## config.mk

```make
export PLATFORM = sky130hd
export DESIGN_NAME = m1_round_ctrl
export DESIGN_NICKNAME = d
export VERILOG_FILES = /design/src/rtl/m1_sha_pkg.sv /design/src/rtl/m1_msg_sched.sv /design/src/rtl/m1_round_ctrl.sv
export SDC_FILE = /design/constraint.sdc
export NUM_CORES = 2
export LEC_CHECK = 0
export ABC_AREA = 1
export CORE_AREA = 5 5 525 527
export CTS_BUF_LIST = sky130_fd_sc_hd__clkbuf_8
export CTS_CLUSTER_DIAMETER = 200
export DETAILED_ROUTE_END_ITERATION = 8
export DIE_AREA = 0 0 530 532
export MAX_ROUTING_LAYER = met4
export PLACE_DENSITY = 0.49
export SLEW_MARGIN = 20
export SYNTH_ARGS = -nofsm -noshare
export SYNTH_HDL_FRONTEND = slang
export SYNTH_SLANG_ARGS = --single-unit
export TNS_END_PERCENT = 100
```

## constraint.sdc

```tcl
create_clock -name clk_h -period 9.2 [get_ports clk_h]
set_clock_uncertainty 0.1 [all_clocks]
set_input_delay 1.84 -clock clk_h [delete_from_list [all_inputs] [get_ports clk_h]]
set_output_delay 1.84 -clock clk_h [all_outputs]
set_load 0.005 [all_outputs]
```

## src/rtl/m1_sha_pkg.sv

```systemverilog
// rtl/m1_sha_pkg.sv - SHA-256 constants, FSM state type and round helper functions
// Purpose : shared by m1_round_ctrl and m1_msg_sched.
// Contents: ROUNDS, LOAD_CYC, state_e, K[0:63] round constants,
//           S0/S1 (compression sigmas), s0/s1 (schedule sigmas), Ch, Maj.
package m1_sha_pkg;

    localparam int ROUNDS   = 64;
    localparam int LOAD_CYC = 4;

    typedef enum logic [1:0] {
        ST_IDLE  = 2'd0,
        ST_LOAD  = 2'd1,
        ST_ROUND = 2'd2,
        ST_FINAL = 2'd3
    } state_e;

    localparam logic [31:0] K [0:63] = '{
        32'h428a2f98, 32'h71374491, 32'hb5c0fbcf, 32'he9b5dba5,
        32'h3956c25b, 32'h59f111f1, 32'h923f82a4, 32'hab1c5ed5,
        32'hd807aa98, 32'h12835b01, 32'h243185be, 32'h550c7dc3,
        32'h72be5d74, 32'h80deb1fe, 32'h9bdc06a7, 32'hc19bf174,
        32'he49b69c1, 32'hefbe4786, 32'h0fc19dc6, 32'h240ca1cc,
        32'h2de92c6f, 32'h4a7484aa, 32'h5cb0a9dc, 32'h76f988da,
        32'h983e5152, 32'ha831c66d, 32'hb00327c8, 32'hbf597fc7,
        32'hc6e00bf3, 32'hd5a79147, 32'h06ca6351, 32'h14292967,
        32'h27b70a85, 32'h2e1b2138, 32'h4d2c6dfc, 32'h53380d13,
        32'h650a7354, 32'h766a0abb, 32'h81c2c92e, 32'h92722c85,
        32'ha2bfe8a1, 32'ha81a664b, 32'hc24b8b70, 32'hc76c51a3,
        32'hd192e819, 32'hd6990624, 32'hf40e3585, 32'h106aa070,
        32'h19a4c116, 32'h1e376c08, 32'h2748774c, 32'h34b0bcb5,
        32'h391c0cb3, 32'h4ed8aa4a, 32'h5b9cca4f, 32'h682e6ff3,
        32'h748f82ee, 32'h78a5636f, 32'h84c87814, 32'h8cc70208,
        32'h90befffa, 32'ha4506ceb, 32'hbef9a3f7, 32'hc67178f2
    };

    function automatic logic [31:0] rotr(input logic [31:0] x, input int n);
        return (x >> n) | (x << (32 - n));
    endfunction

    function automatic logic [31:0] S0(input logic [31:0] x);
        return rotr(x, 2) ^ rotr(x, 13) ^ rotr(x, 22);
    endfunction

    function automatic logic [31:0] S1(input logic [31:0] x);
        return rotr(x, 6) ^ rotr(x, 11) ^ rotr(x, 25);
    endfunction

    function automatic logic [31:0] s0(input logic [31:0] x);
        return rotr(x, 7) ^ rotr(x, 18) ^ (x >> 3);
    endfunction

    function automatic logic [31:0] s1(input logic [31:0] x);
        return rotr(x, 17) ^ rotr(x, 19) ^ (x >> 10);
    endfunction

    function automatic logic [31:0] Ch(input logic [31:0] x, input logic [31:0] y,
                                       input logic [31:0] z);
        return (x & y) ^ (~x & z);
    endfunction

    function automatic logic [31:0] Maj(input logic [31:0] x, input logic [31:0] y,
                                        input logic [31:0] z);
        return (x & y) ^ (x & z) ^ (y & z);
    endfunction

endpackage

```

## src/rtl/m1_msg_sched.sv

```systemverilog
// rtl/m1_msg_sched.sv - SHA-256 message schedule, 16-word sliding W window
// Purpose : holds W[t..t+15]; head word is W[t] for the current round.
// Ports   : clk_h, rst_h (sync active-high), load_i + blk_i (W0 = [511:480]),
//           shift_i (advance one round), w_o (window head W[t]).
module m1_msg_sched
    import m1_sha_pkg::*;
(
    input  logic         clk_h,
    input  logic         rst_h,
    input  logic         load_i,
    input  logic [511:0] blk_i,
    input  logic         shift_i,
    output logic [31:0]  w_o
);

    logic [31:0] win_q [0:15];
    logic [31:0] w_new;

    // W[t+16] from the words currently at offsets 14, 9, 1 and 0 of the window
    assign w_new = s1(win_q[14]) + win_q[9] + s0(win_q[1]) + win_q[0];
    assign w_o   = win_q[0];

    always_ff @(posedge clk_h) begin
        if (rst_h) begin
            for (int i = 0; i < 16; i++) win_q[i] <= '0;
        end else if (load_i) begin
            for (int i = 0; i < 16; i++) win_q[i] <= blk_i[511 - 32*i -: 32];
        end else if (shift_i) begin
            for (int i = 0; i < 15; i++) win_q[i] <= win_q[i+1];
            win_q[15] <= w_new;
        end
    end

endmodule

```

## src/rtl/m1_round_ctrl.sv

```systemverilog
// rtl/m1_round_ctrl.sv - SHA-256 compression controller driving the m1_abc_reg shift chain
// Purpose : latches block + midstate, shifts the midstate into a..h, runs 64 rounds,
//           adds feed-forward and presents the digest.
// Ports   : clk_h, rst_h (sync active-high); start, blk_in[511:0], mid_in[255:0];
//           a..h working state in; m1_abc_data_in / m1_e_data_in / m1_abc_en to the
//           register chain; busy, done, digest[255:0].
// Option  : M1_TARGET_CHK_EN adds output hit (digest word H7 == 0), registered with digest.
module m1_round_ctrl
    import m1_sha_pkg::*;
(
    input  logic         clk_h,
    input  logic         rst_h,
    input  logic         start,
    input  logic [511:0] blk_in,
    input  logic [255:0] mid_in,
    input  logic [31:0]  a,
    input  logic [31:0]  b,
    input  logic [31:0]  c,
    input  logic [31:0]  d,
    input  logic [31:0]  e,
    input  logic [31:0]  f,
    input  logic [31:0]  g,
    input  logic [31:0]  h,
    output logic [31:0]  m1_abc_data_in,
    output logic [31:0]  m1_e_data_in,
    output logic         m1_abc_en,
    output logic         busy,
    output logic         done,
`ifdef M1_TARGET_CHK_EN
    output logic         hit,
`endif
    output logic [255:0] digest
);

    localparam logic [5:0] LOAD_LAST  = 6'(LOAD_CYC - 1);
    localparam logic [5:0] ROUND_LAST = 6'(ROUNDS - 1);

    state_e       state_q;
    logic [5:0]   ctr_q;
    logic         en_q;
    logic         busy_q;
    logic         done_q;
    logic [255:0] mid_q;
    logic [255:0] digest_q;
    logic [255:0] ffwd_d;
    logic         hit_q;

    logic [31:0]  h_w  [0:7];
    logic [31:0]  st_w [0:7];
    logic [31:0]  w_t;
    logic [31:0]  t1;
    logic [31:0]  t2;
    logic [1:0]   ld_idx;
    logic         sched_load;
    logic         sched_shift;

    assign sched_load  = (state_q == ST_IDLE) && start;
    assign sched_shift = (state_q == ST_ROUND);

    m1_msg_sched u_sched (
        .clk_h   (clk_h),
        .rst_h   (rst_h),
        .load_i  (sched_load),
        .blk_i   (blk_in),
        .shift_i (sched_shift),
        .w_o     (w_t)
    );

    always_comb begin
        for (int i = 0; i < 8; i++) h_w[i] = mid_q[255 - 32*i -: 32];
    end

    assign st_w = '{a, b, c, d, e, f, g, h};

    // Round datapath works directly off the live a..h so each round's result
    // is shifted in on the same edge that ends the round.
    assign t1 = h + S1(e) + Ch(e, f, g) + K[ctr_q] + w_t;
    assign t2 = S0(a) + Maj(a, b, c);

    // LOAD shifts H3..H0 into the abc side and H7..H4 into the e side, so the
    // last words shifted (H0, H4) end up at the heads a and e.
    assign ld_idx = 2'd3 - ctr_q[1:0];

    always_comb begin
        m1_abc_data_in = '0;
        m1_e_data_in   = '0;
        case (state_q)
            ST_LOAD: begin
                m1_abc_data_in = h_w[{1'b0, ld_idx}];
                m1_e_data_in   = h_w[{1'b1, ld_idx}];
            end
            ST_ROUND: begin
                m1_abc_data_in = t1 + t2;
                m1_e_data_in   = d + t1;
            end
            default: ;
        endcase
    end

    always_comb begin
        ffwd_d = '0;
        for (int i = 0; i < 8; i++) ffwd_d[255 - 32*i -: 32] = h_w[i] + st_w[i];
    end

    always_ff @(posedge clk_h) begin
        if (rst_h) begin
            state_q  <= ST_IDLE;
            ctr_q    <= '0;
            en_q     <= 1'b0;
            busy_q   <= 1'b0;
            done_q   <= 1'b0;
            mid_q    <= '0;
            digest_q <= '0;
            hit_q    <= 1'b0;
        end else begin
            done_q <= 1'b0;
            case (state_q)
                ST_IDLE: begin
                    if (start) begin
                        mid_q   <= mid_in;
                        ctr_q   <= '0;
                        en_q    <= 1'b1;
                        busy_q  <= 1'b1;
                        hit_q   <= 1'b0;
                        state_q <= ST_LOAD;
                    end
                end
                ST_LOAD: begin
                    if (ctr_q == LOAD_LAST) begin
                        ctr_q   <= '0;
                        state_q <= ST_ROUND;
                    end else begin
                        ctr_q <= ctr_q + 6'd1;
                    end
                end
                ST_ROUND: begin
                    // 6-bit counter rolls 63 -> 0 exactly as the FSM leaves ROUND
                    ctr_q <= ctr_q + 6'd1;
                    if (ctr_q == ROUND_LAST) begin
                        en_q    <= 1'b0;
                        state_q <= ST_FINAL;
                    end
                end
                ST_FINAL: begin
                    digest_q <= ffwd_d;
                    hit_q    <= (ffwd_d[31:0] == 32'h0);
                    done_q   <= 1'b1;
                    busy_q   <= 1'b0;
                    state_q  <= ST_IDLE;
                end
                default: state_q <= ST_IDLE;
            endcase
        end
    end

    assign m1_abc_en = en_q;
    assign busy      = busy_q;
    assign done      = done_q;
    assign digest    = digest_q;

`ifdef M1_TARGET_CHK_EN
    assign hit = hit_q;
`else
    // Without the target check the flag register is dead and is trimmed away.
    logic unused_hit;
    assign unused_hit = hit_q;
`endif

endmodule

```

Word-level counts from Yosys, hierarchy flattened
Memories as Yosys holds them, arrays and structs flattened. Cells that the tools add are included.

Bits in registers: 523. Output and inout bits: 323. RAM bits: 512. ROM bits: 2048. Word-level logic and storage cells: 175. Memories: 2.

Memories: (name not given) (depth 64, bits a word 32, rd ports 1, clocked after memory_dff 0, write ports 0, RTL line m1_round_ctrl.sv:77) `assign t1 = h + S1(e) + Ch(e, f, g) + K[ctr_q] + w_t;`; u_sched.win_q (depth 16, bits a word 32, rd ports 16, clocked after memory_dff 0, write ports 16, RTL line m1_msg_sched.sv:16) `logic [31:0] win_q [0:15];`.

Equality and inequality tests: 8. $add $sub $neg: 20. Reduce and logical (&&, ||, !) cells: 10. Bitwise gates (word level): 62. Magnitude comparators: 3. Multiplexer cells: 63.

Operators with widths (count): $mux W32 (38); $add A32 B32 Y32 (18); $xor A32 B32 Y32 (9); $bmux W32 S3 (2); $and A32 B32 Y32 (5); $pmux W32 S2 (2); $not A32 Y32 (1); $or A1 B1 Y1 (32); $or A10 B32 Y32 (1); $or A13 B32 Y32 (1); $or A14 B32 Y32 (1); $or A15 B32 Y32 (1); $or A19 B32 Y32 (1); $or A21 B32 Y32 (1); $or A25 B32 Y32 (1); $or A26 B32 Y32 (1); $or A30 B32 Y32 (1); $or A7 B32 Y32 (1); $xor A32 B22 Y32 (1); $xor A32 B29 Y32 (1); $pmux W6 S3 (1); $mux W1 (12); $mux W6 (2); $ge A4 B4 Y1 const B (2); other kinds (21) (30).

Depth between registers and ports, before layout
Depth in word-level cells: 9. Depth in mapped cells: 43. Depth with buffers taken out: 42.

Modules after synthesis
Synthesis repeated with hierarchy kept, for this count alone.

Cell total of the unflattened synthesis: 9759. Area total of the unflattened synthesis: 75587.5 um2.

Modules (own cells, without submodules): m1_round_ctrl (area each 49162.2 um2, cells each 7652, instances 1); m1_msg_sched (area each 26425.3 um2, cells each 2107, instances 1).

Least setup slack after synthesis
Ideal clock, no wire load.

Path kind: input port to output port. From: input e[26]. To: output m1_abc_data_in[26]. Setup slack: -158 ps. Arrival time: 7418 ps. Required time: 7260 ps. Stages on the path: 36. Cells stage by stage: clkbuf_1 -> xnor2_1 -> xor2_1 -> inv_1 -> fa_1 -> inv_1 -> fa_1 -> fa_1 -> inv_1 -> ha_1 -> inv_1 -> fa_1 -> inv_1 -> nand4_1 -> nand3_1 -> inv_1 -> o21bai_1 -> nand2_1 -> nand2_1 -> nand2_1 -> nand3_1 -> xor2_1 -> inv_1 -> fa_1 -> inv_1 -> ha_1 -> a21o_1 -> a31oi_1 -> o21ai_0 -> nand2_1 -> nand3_1 -> nand2_1 -> nand3_1 -> or2_2 -> nand3_1 -> a21oi_1.

Word-level cells in the longest chain between the ends: 9. Elaborated cells on any way between the ends: 15. Those cells by class: 5 x add/sub; 1 x mux; 9 x bitwise.

Ends and longest elaborated chain: start: declaration (RTL line m1_round_ctrl.sv:20) `input logic [31:0] e,`; $or A21 B32 Y32 / $or A26 B32 Y32 (equally long branches) (RTL line m1_sha_pkg.sv:37) `return (x >> n) | (x << (32 - n));`; $xor A32 B32 Y32 (2 in a row) (RTL line m1_sha_pkg.sv:45) `return rotr(x, 6) ^ rotr(x, 11) ^ rotr(x, 25);`; $add A32 B32 Y32 (RTL line m1_round_ctrl.sv:77); $add A32 B32 Y32 * (3 in a row) (RTL line m1_round_ctrl.sv:77); $add A32 B32 Y32 * (RTL line m1_round_ctrl.sv:93) `m1_abc_data_in = t1 + t2;`; $pmux W32 S2 * (RTL line m1_round_ctrl.sv:87) `case (state_q)`; end: declaration (RTL line m1_round_ctrl.sv:24) `output logic [31:0] m1_abc_data_in,`.

Every way passes the cells marked *; elsewhere a longest branch is shown, timed or not.

Worst setup path in the final report
From: input f[0]. To: output m1_abc_data_in[16].

Word-level cells in the longest chain between the ends: 7.

Ends and longest elaborated chain: start: declaration (RTL line m1_round_ctrl.sv:21) `input logic [31:0] f,`; $and A32 B32 Y32 (RTL line m1_sha_pkg.sv:58) `return (x & y) ^ (~x & z);`; $xor A32 B32 Y32 (RTL line m1_sha_pkg.sv:58); $add A32 B32 Y32 (3 in a row) (RTL line m1_round_ctrl.sv:77); $add A32 B32 Y32 (RTL line m1_round_ctrl.sv:93); $pmux W32 S2 (RTL line m1_round_ctrl.sv:87).

No other way between the ends.

==> metrics <==
status complete, but fails checks; failing checks negative setup slack; mux cell area share after synthesis 0.403%; CTS clk-pin slew, worst paths 50 ps; worst reg-to-reg setup slack 3830 ps; Max Slew Vio Count 0; Area after DPL 99900 um2; top cells by count, synth 2225 x nand2_1, 1367 x inv_1, 1317 x nor2_1; DRC viols 0; Tcrit/Tclk final 110%; crit path time final 10120 ps; antenna viol nets, final 0; category of the critical setup timing path in -> out; Ports 1350; CP max stage delay 590 ps; Overflow after GRT 0; Worst-Margin Slew 1210 ps; RSZ-0062 raised after global routing true; Max Clock Freq 98.8 MHz; max-cap violation count 0; nets 14042; FFs w/ async S/R, synth 0%; top cells by area, synth edfxtp_1 20%, dfxtp_1 14%, nand2_1 11%; Die Area 282000 um2; Syn. warnings 0; Pre-antenna DRT Iters 8; largest net degree at the start of global routing 225; top-area cell type share of the netlist area 20.3%; Synth Instances 10228; post-synthesis compound-gate area fraction 17.5%; Wirelength per Cell 30.8 um; area grow syn2layout 44.2%; die span in x 530 um; XOR/XNOR share of the synthesized area 4.81%; Setup WS pre-CTS -2400 ps; Filler cells 28152; worst skew pair latency 1050 ps; worst min path class reg -> reg; endpoint type of the worst setup path output pin; Synth Register Bits 1035; Syn Area/Cell 7.41 um2; Net Count, Synth 11850; initial detailed-routing violation count 8055; WP data required 7260 ps; Post-Route WL 501000 um; final hold vios 0; WP data arrival 8180 ps; register area share after synthesis 34.1%; CP max-delay cell clkdlybuf4s50_1; CTS root buf clkbuf_8; drt via density 5.16; worst-path maximum fanout 4; Sink Count 1035; CP delay by family, top adder cells; unique cell type count in the Yosys netlist 72; number of global-route vias before repair 82388; slew margin rel. 19.3%; DIE HEIGHT 532 um; IO Port Bufs 1349; kind of start point of the critical path input pin; starting density of the core 28.1%; first-pass GRT wire length 672000 um; Max clock buf depth 4; Post-synth top flop dfxtp_1; Synth Area in Adders 11.8%; Design Area, Final 109000 um2; HPWL Detailed 418000 um; EDFF count, synth 512; area leader, netlist edfxtp_1; Core Area 270000 um2; Vias 83916; final worst-path setup slack -919 ps; CTS tree done; Post-Synth Simple-Gate Area 22.4%; most numerous cell in the Yosys netlist nand2_1; setup TNS -34220 ps; worst hold slack 381 ps; Crit path buffers/inverters 12; GPL Wtd Cong 1.05; cell area after synthesis 75800 um2; # setup viols final 55; crit-path most repeated cell inv_2; cts bufs inserted 202; H-tree depth 4; row cnt 191; layout cell share with drive strength beyond 1 17.4%; main combinational cell family by area after synthesis simple AND/OR/NAND/NOR gates; Overall Global Routing Usage 34.9%; hold_buf cts 0; initial antenna violation count 147
flip-flops by register name, summed over array words and instances (netlist names):
signal and count:
u_sched.win_q 512, digest 256, h_w 256, ctr_q 6, state_q 2, busy 1
done 1, m1_abc_en 1
metrics by stage:
| stage | std cells | util [%] |
|---|---|---|
| floorplan | 10228 | - |
| global placement | 15688 | 37.0 |
| detailed placement | 15688 | 37.0 |
| CTS | 16112 | 39.7 |
| global route | 16249 | 40.4 |
| finish | 16264 | 40.4 |
final cells by class:
class | instances | area (um2) | share of cell area (%)
multi-input cells | 7403 | 47100 | 43.1
repair buffers | 2399 | 22300 | 20.4
inverters | 1379 | 5240 | 4.80
diodes | 116 | 290 | 0.266
flip-flops and latches | 1035 | 25800 | 23.7
clock inverters | 135 | 860 | 0.787
well taps | 3570 | 4470 | 4.09
clock buffers | 227 | 3120 | 2.86
worst min-delay path, delay by kind of cell (launching register included):
family	cells	cell delay [ps]
AO/OA/AOI/OAI	1	80
flip-flops	1	330
buffers and inverters	1	50
timing repair:
item | in CTS | in global routing
gates resized for setup | 852 | 469
endpoints found under the setup margin | 60 | 59
pin swaps | 245 | 255
cloned | 0 | 0
setup buffers | 72 | 44
final timing paths:
check / start / endpoint / depth (start not counted)
max: f[0] / m1_abc_data_in[16] / 35
min: digest[148]$_SDFFE_PP0P_ / digest[148]$_SDFFE_PP0P_ / 2
max reg2reg: u_sched.win_q[0][40]$_SDFFCE_PN0P_ / u_sched.win_q[3][125]$_DFFE_PP_ / 17
min reg2reg: digest[148]$_SDFFE_PP0P_ / digest[148]$_SDFFE_PP0P_ / 2
per-layer routing:
| layer | part of all wire, % | global-route usage, % | vias up |
|---|---|---|---|
| met5 | 0 | - | - |
| met4 | 4.3 | 12.3 | 0 |
| met3 | 8.2 | 7.42 | 729 |
| met2 | 45 | 54.3 | 3708 |
| met1 | 43 | 44.7 | 41210 |
| li1 | - | - | 38269 |
logic make-up (layout without fill, tap and decap cells):
family | after synthesis | after routing
AO/OA/AOI/OAI | 2131 | 2131
XOR/XNOR | 416 | 416
adder cells (fa/ha/maj) | 596 | 596
buffers and inverters | 1790 | 4140
flip-flops | 1035 | 1035
multiplexers | 28 | 28
other | 0 | 116
AND/OR/NAND/NOR | 4232 | 4232
cells in the final DEF, fill, tap and decap left out, types with 59 or more instances in the layout:
cell and n:
diode_2 116, o21ai_0 680, nand3_1 414, nor2_1 1275, xnor2_1 150, xor2_1 208
nor3_1 62, inv_2 98, inv_1 1337, nand2_2 97, ha_1 332, dfxtp_1 520
a21oi_1 445, a21oi_2 94, buf_4 903, o21ai_1 66, o21bai_1 69, clkdlybuf4s50_1 1230
a21o_1 82, ha_4 60, clkbuf_8 228, edfxtp_1 512, o211ai_1 59, a22o_1 162
a32o_1 66, nand2_1 2108, fa_1 175, buf_6 130
Power is left out: the tool's default activity adds up to more than one toggle a clock period on the data nets, which glitch-free logic cannot reach.
